`src/rtl/adc_readout.sv`:
```
// Parallel serial readout of 32 ADC lines into a one-frame bank, streamed as channel-tagged words.
// Defining ADC_READOUT_TEST_PATTERN_EN adds TEST_PAT, which replaces the bank with {frame_counter, channel}.
module adc_readout #(
   parameter int unsigned CLK_DIV     = 4,
   parameter int unsigned SAMPLE_BITS = 16,
   parameter int unsigned CONV_WAIT   = 8
) (
   input  logic                   CLK,
   input  logic                   RST_N,
   input  logic                   START,
   input  logic                   CONTINUOUS,
   input  logic                   CLR_OVR,
`ifdef ADC_READOUT_TEST_PATTERN_EN
   input  logic                   TEST_PAT,
`endif
   output logic [1:0]             ADC_CLK_OUT,
   output logic [3:0]             ADC_CS_OUT,
   input  logic [31:0]            ADC_DATA_IN,
   output logic                   DOUT_VALID,
   input  logic                   DOUT_READY,
   output logic [4:0]             DOUT_CH,
   output logic [SAMPLE_BITS-1:0] DOUT_DATA,
   output logic                   BUSY,
   output logic                   OVERRUN
);

   localparam int unsigned CNT_MAX = (CLK_DIV > CONV_WAIT) ? CLK_DIV : CONV_WAIT;
   localparam int unsigned CNT_W   = $clog2(CNT_MAX);
   localparam int unsigned BIT_W   = $clog2(SAMPLE_BITS);
   localparam int unsigned FC_W    = 16;
   localparam logic [CNT_W-1:0] DIV_LAST = CNT_W'(CLK_DIV - 1);
   localparam logic [CNT_W-1:0] GAP_LAST = CNT_W'(CONV_WAIT - 1);
   localparam logic [BIT_W-1:0] BIT_LAST = BIT_W'(SAMPLE_BITS - 1);

   typedef enum logic [2:0] {S_IDLE, S_CS_SETUP, S_SHIFT, S_CS_HOLD, S_GAP} state_e;

   state_e                 state_q, state_d;
   logic [CNT_W-1:0]       cnt_q, cnt_d;
   logic                   half_q, half_d;
   logic [BIT_W-1:0]       bit_q, bit_d;
   logic                   sclk_q, sclk_d;
   logic                   cs_q, cs_d;
   logic                   busy_q, busy_d;
   logic                   capture_c, frame_done_c;

   logic [SAMPLE_BITS-1:0] sr_q [32];
   logic [SAMPLE_BITS-1:0] sr_d [32];
   logic [SAMPLE_BITS-1:0] bank_q [32];
   logic [SAMPLE_BITS-1:0] bank_d [32];
   logic [SAMPLE_BITS-1:0] load_word_c [32];
   logic                   valid_q, valid_d;
   logic [4:0]             ch_q, ch_d;
   logic [4:0]             ch_nxt_c;
   logic [SAMPLE_BITS-1:0] data_q, data_d;
   logic                   ovr_q, ovr_d;
   logic [FC_W-1:0]        frame_cnt_q, frame_cnt_d;
   logic                   accept_c, bank_free_c;

   // Frame sequencer; outputs are registered from the next state so pins change with the state.
   always_comb begin
      state_d      = state_q;
      cnt_d        = cnt_q;
      half_d       = half_q;
      bit_d        = bit_q;
      capture_c    = 1'b0;
      frame_done_c = 1'b0;
      unique case (state_q)
         S_IDLE: begin
            if (START) begin
               state_d = S_CS_SETUP;
               cnt_d   = '0;
            end
         end
         S_CS_SETUP: begin
            if (cnt_q == DIV_LAST) begin
               state_d = S_SHIFT;
               cnt_d   = '0;
               half_d  = 1'b0;
               bit_d   = '0;
            end else begin
               cnt_d = cnt_q + CNT_W'(1);
            end
         end
         S_SHIFT: begin
            if (cnt_q != DIV_LAST) begin
               cnt_d = cnt_q + CNT_W'(1);
            end else if (!half_q) begin
               capture_c = 1'b1;
               half_d    = 1'b1;
               cnt_d     = '0;
            end else if (bit_q == BIT_LAST) begin
               state_d = S_CS_HOLD;
               cnt_d   = '0;
            end else begin
               bit_d  = bit_q + BIT_W'(1);
               half_d = 1'b0;
               cnt_d  = '0;
            end
         end
         S_CS_HOLD: begin
            if (cnt_q == DIV_LAST) begin
               state_d = S_GAP;
               cnt_d   = '0;
            end else begin
               cnt_d = cnt_q + CNT_W'(1);
            end
         end
         S_GAP: begin
            // The first cycle with CS high is the frame-complete cycle.
            frame_done_c = (cnt_q == '0);
            if (cnt_q == GAP_LAST) begin
               state_d = CONTINUOUS ? S_CS_SETUP : S_IDLE;
               cnt_d   = '0;
            end else begin
               cnt_d = cnt_q + CNT_W'(1);
            end
         end
         default: state_d = S_IDLE;
      endcase
      cs_d   = !(state_d == S_CS_SETUP || state_d == S_SHIFT || state_d == S_CS_HOLD);
      sclk_d = !(state_d == S_SHIFT && !half_d);
      busy_d = (state_d != S_IDLE);
   end

   // Word loaded into the bank at frame complete.
   always_comb begin
      for (int c = 0; c < 32; c++) begin
         load_word_c[c] = sr_q[c];
`ifdef ADC_READOUT_TEST_PATTERN_EN
         if (TEST_PAT) load_word_c[c] = SAMPLE_BITS'({frame_cnt_q, 5'(c)});
`endif
      end
   end

   assign ch_nxt_c = ch_q + 5'd1;

   // Shift registers, bank, stream handshake and overrun tracking.
   always_comb begin
      sr_d        = sr_q;
      bank_d      = bank_q;
      valid_d     = valid_q;
      ch_d        = ch_q;
      data_d      = data_q;
      ovr_d       = ovr_q;
      frame_cnt_d = frame_cnt_q;
      accept_c    = valid_q && DOUT_READY;
      bank_free_c = !valid_q || (accept_c && ch_q == 5'd31);
      if (capture_c) begin
         for (int c = 0; c < 32; c++) sr_d[c] = {sr_q[c][SAMPLE_BITS-2:0], ADC_DATA_IN[c]};
      end
      if (accept_c) begin
         ch_d   = ch_nxt_c;
         data_d = bank_q[ch_nxt_c];
         if (ch_q == 5'd31) valid_d = 1'b0;
      end
      if (CLR_OVR) ovr_d = 1'b0;
      if (frame_done_c) begin
         frame_cnt_d = frame_cnt_q + FC_W'(1);
         if (bank_free_c) begin
            bank_d  = load_word_c;
            valid_d = 1'b1;
            ch_d    = '0;
            data_d  = load_word_c[0];
         end else begin
            ovr_d = 1'b1;
         end
      end
   end

   always_ff @(posedge CLK or negedge RST_N) begin
      if (!RST_N) begin
         state_q     <= S_IDLE;
         cnt_q       <= '0;
         half_q      <= 1'b0;
         bit_q       <= '0;
         sclk_q      <= 1'b1;
         cs_q        <= 1'b1;
         busy_q      <= 1'b0;
         valid_q     <= 1'b0;
         ch_q        <= '0;
         data_q      <= '0;
         ovr_q       <= 1'b0;
         frame_cnt_q <= '0;
         for (int c = 0; c < 32; c++) begin
            sr_q[c]   <= '0;
            bank_q[c] <= '0;
         end
      end else begin
         state_q     <= state_d;
         cnt_q       <= cnt_d;
         half_q      <= half_d;
         bit_q       <= bit_d;
         sclk_q      <= sclk_d;
         cs_q        <= cs_d;
         busy_q      <= busy_d;
         valid_q     <= valid_d;
         ch_q        <= ch_d;
         data_q      <= data_d;
         ovr_q       <= ovr_d;
         frame_cnt_q <= frame_cnt_d;
         sr_q        <= sr_d;
         bank_q      <= bank_d;
      end
   end

   assign ADC_CLK_OUT = {2{sclk_q}};
   assign ADC_CS_OUT  = {4{cs_q}};
   assign DOUT_VALID  = valid_q;
   assign DOUT_CH     = ch_q;
   assign DOUT_DATA   = data_q;
   assign BUSY        = busy_q;
   assign OVERRUN     = ovr_q;

endmodule

```
`config.mk`:
```
export PLATFORM = sky130hd
export DESIGN_NAME = adc_readout
export DESIGN_NICKNAME = d
export VERILOG_FILES = /design/src/rtl/adc_readout.sv
export SDC_FILE = /design/constraint.sdc
export NUM_CORES = 2
export LEC_CHECK = 0
export CAP_MARGIN = 20
export CELL_PAD_IN_SITES_DETAIL_PLACEMENT = 0
export CELL_PAD_IN_SITES_GLOBAL_PLACEMENT = 2
export CORE_ASPECT_RATIO = 0.75
export CORE_MARGIN = 3
export CORE_UTILIZATION = 46
export DETAILED_ROUTE_END_ITERATION = 12
export PLACE_DENSITY = 0.95
export REMOVE_ABC_BUFFERS = 1
export SKIP_LAST_GASP = 1
export SLEW_MARGIN = 20
export SYNTH_ARGS = -nofsm -noshare
export SYNTH_HDL_FRONTEND = slang
export SYNTH_SLANG_ARGS = --single-unit
export TNS_END_PERCENT = 50
```
`constraint.sdc`:
```
create_clock -name CLK -period 4.44 [get_ports CLK]
set_input_delay 0.666 -clock CLK [delete_from_list [all_inputs] [get_ports CLK]]
set_output_delay 0.666 -clock CLK [all_outputs]
set_load 0.005 [all_outputs]
```
==> metrics.txt <==
Lkg Pwr 24.8 nW; Skew-Pair Late Insertion Delay 0.67 ns; dpl ws 1.51 ns; 1st-iter DRT viols 2045; Yosys top cell by area dfrtp_1; max-slew violation count 0; initial antenna violation count 0; hold-fix buffer count after cts 0; largest net degree at the start of global routing 139; arrival time at the worst endpoint 2.32 ns; ANT nets after route 0; Yosys reg bits 1061; drt first pass iters 5; Net count, final 4061; worst r2r src DOUT_CH[0]; Via-to-Cell Ratio 5.18; Multi-input gate area 16400 um^2; endpoints failing hold 0; vias in the first global route 28350; Setup-failing EPs final 0; die width 363 um; Initial Util 0.468; I/O pin count 68; gpl congestion 0.752; CTS Sinks 1061; synthesized area per cell 11.0 um^2; Critical Path RT 3.77 ns; Worst path depth 2; layout cells sized above 1 0.201; Rel. slew slack 0.432; PwrDens 471 nW/um^2; RSZ-0062 raised after global routing no; clock skew 0.0218 ns; die area 99600 um^2; top_reg_cell synth dfrtp_1; Routed WL per cell 17.9 um; Yosys Warn Count 0; Resize count post-CTS 0; Tcrit/Tclk final 0.672; IO buf count 67; post-route setup TNS 0 ns; count leader, synth nand2_1; final core occ 0.526; post-synthesis instance total 4022; slowest stage cell, crit path clkdlybuf4s50_1; CTS buffer count 104; largest cells by area after synthesis dfrtp_1 (60%), nand2_1 (15%), mux2_2 (13%), mux4_2 (3.3%), buf_2 (1.9%); worst reg2reg setup slack 1.45 ns; Worst path top cell family by delay buffers and inverters; WL final 95500 um; Crit Path Category register to output pin; fraction of registers with async set/reset 1.00; post-CTS setup buffers 0; clock tree buffer depth 3; storage element area 26600 um^2; CP max FO 74; worst setup margin 1.45 ns; total vias in the final route 27644; Max Cap Violations 0; Total GRT Usage 0.197; Area Growth Syn to Fin 12.4%; status completed; worst setup path end DOUT_CH[0]; number of H-tree levels 3; post-synth cell types 45; clk slew on worst S/H paths 0.06 ns; Peak supply drop 0.882 mV; minimum clock period 2.99 ns; total grt overflow 0; HPWL Detailed 56800 um; top achievable clock speed 335 MHz; remaining routing DRC violations 0; CORE AREA 94200 um^2; R2R depth 7; CP startpoint DOUT_CH[0]; CTS Root Cell clkbuf_16; slowest cell delay on critical path 0.63 ns; global-route wire length before repair 159000 um; crit end category output pin; Critical R2R Capture DOUT_DATA[10]; Die H 274 um; number of cell rows 97; fill count 8179; Hold Path Class primary input to asynchronous set/reset pin; top cells by count, synth nand2_1 (1793), dfrtp_1 (1059), mux2_2 (515); sequential share of the synthesized area 0.602; CP Cell Sequence buf_12 -> clkdlybuf4s50_1; Antenna Cells 0; CTS tree yes; CP Launch Type register; Cell Area, Synth 44100 um^2; share of the synthesized area in the top cell type 0.601; slew of the pin with the lowest slew margin 0.853 ns; Post-synth EDFFs 0; Critical path buffers and inverters 2
==> final cells by class <==
class	instances	share of cell area
clock buffer	163	0.0629
inverter	5	0.000379
tap	1237	0.0312
sequential	1061	0.536
timing repair buffer	137	0.0328
clock inverter	28	0.00644
multi-input combinational	2706	0.330
==> metal layers <==
layer / vias up / GRT usage / wire length, um
li1: 13183 / - / -
met1: 13987 / 0.293 / 46900
met2: 363 / 0.308 / 44000
met3: 111 / 0.0263 / 2910
met4: 0 / 0.0448 / 1680
met5: - / 0 / 0
==> metrics by stage <==
stage | total power [W] | hold WS [ns] | std cells | instance area, um^2
finish | 0.0233 | 0.0271 | 5337 | 49500
global route | 0.0243 | 0.0499 | 5337 | 49500
CTS | 0.0236 | 0.0319 | 5337 | 49500
detailed placement | 0.0147 | 0.447 | 5146 | 46100
global placement | 0.0147 | 0.444 | 5146 | 46100
floorplan | 0.0123 | 0.370 | 3772 | 42900
==> kinds of logic (layout without fill, tap and decap cells) <==
| family | Yosys count | in the layout | share of synthesized area |
|---|---|---|---|
| buffers and inverters | 255 | 333 | 0.0284 |
| adder cells (fa/ha/maj) | 8 | 8 | 0.00227 |
| AND/OR/NAND/NOR | 1958 | 1958 | 0.173 |
| flip-flops | 1061 | 1061 | 0.602 |
| multiplexers | 623 | 623 | 0.174 |
| XOR/XNOR | 7 | 7 | 0.00156 |
| AO/OA/AOI/OAI | 110 | 110 | 0.0187 |
==> cell usage in the layout, fill, tap and decap left out, types with 3 or more instances in the layout <==
master,synthesis,final
o21ai_0,10,10
clkinv_2,0,14
dfrtp_1,1059,1058
nand2b_1,8,7
clkbuf_16,0,105
clkbuf_8,0,27
o22ai_1,5,5
buf_12,0,34
nand2_1,1793,1793
ha_1,8,7
clkdlybuf4s50_1,0,66
a32oi_1,32,32
inv_6,0,5
o211ai_1,15,15
nand4_1,31,31
and3_1,4,4
clkbuf_1,52,31
mux2i_1,44,44
a21oi_1,21,21
a221oi_1,3,3
mux4_2,64,64
buf_4,23,36
nor2_1,28,27
a41oi_1,15,15
bufinv_16,0,6
inv_1,5,5
or3_1,6,6
nor2b_1,5,3
xor2_1,4,3
mux2_2,515,515
nand3_1,72,72
==> report_power, final <==
| group | switching [W] | total (W) | internal [W] |
|---|---|---|---|
| sequential | 0.000193 | 0.0100 | 0.00984 |
| combinational | 0.00301 | 0.00444 | 0.00143 |
| clock | 0.00370 | 0.00886 | 0.00516 |
==> sequential cells by signal (all words and copies together) (netlist names), 3 cells and up <==
signal / cells
bank_q: 512
load_word_c: 512
DOUT_DATA: 16
DOUT_CH: 5
bit_q: 4
cnt_q: 3
state_q: 3
==> worst min path at each step <==
stage,endpoint,depth (start not counted)
after global placement,bank_q[31],2
final,load_word_c[416],1
after detailed placement,bank_q[31],2
after global routing,load_word_c[416],1
after floorplan,BUSY,0
after CTS,load_word_c[416],1
No activity file was read; power rests on OpenSTA's default activity.
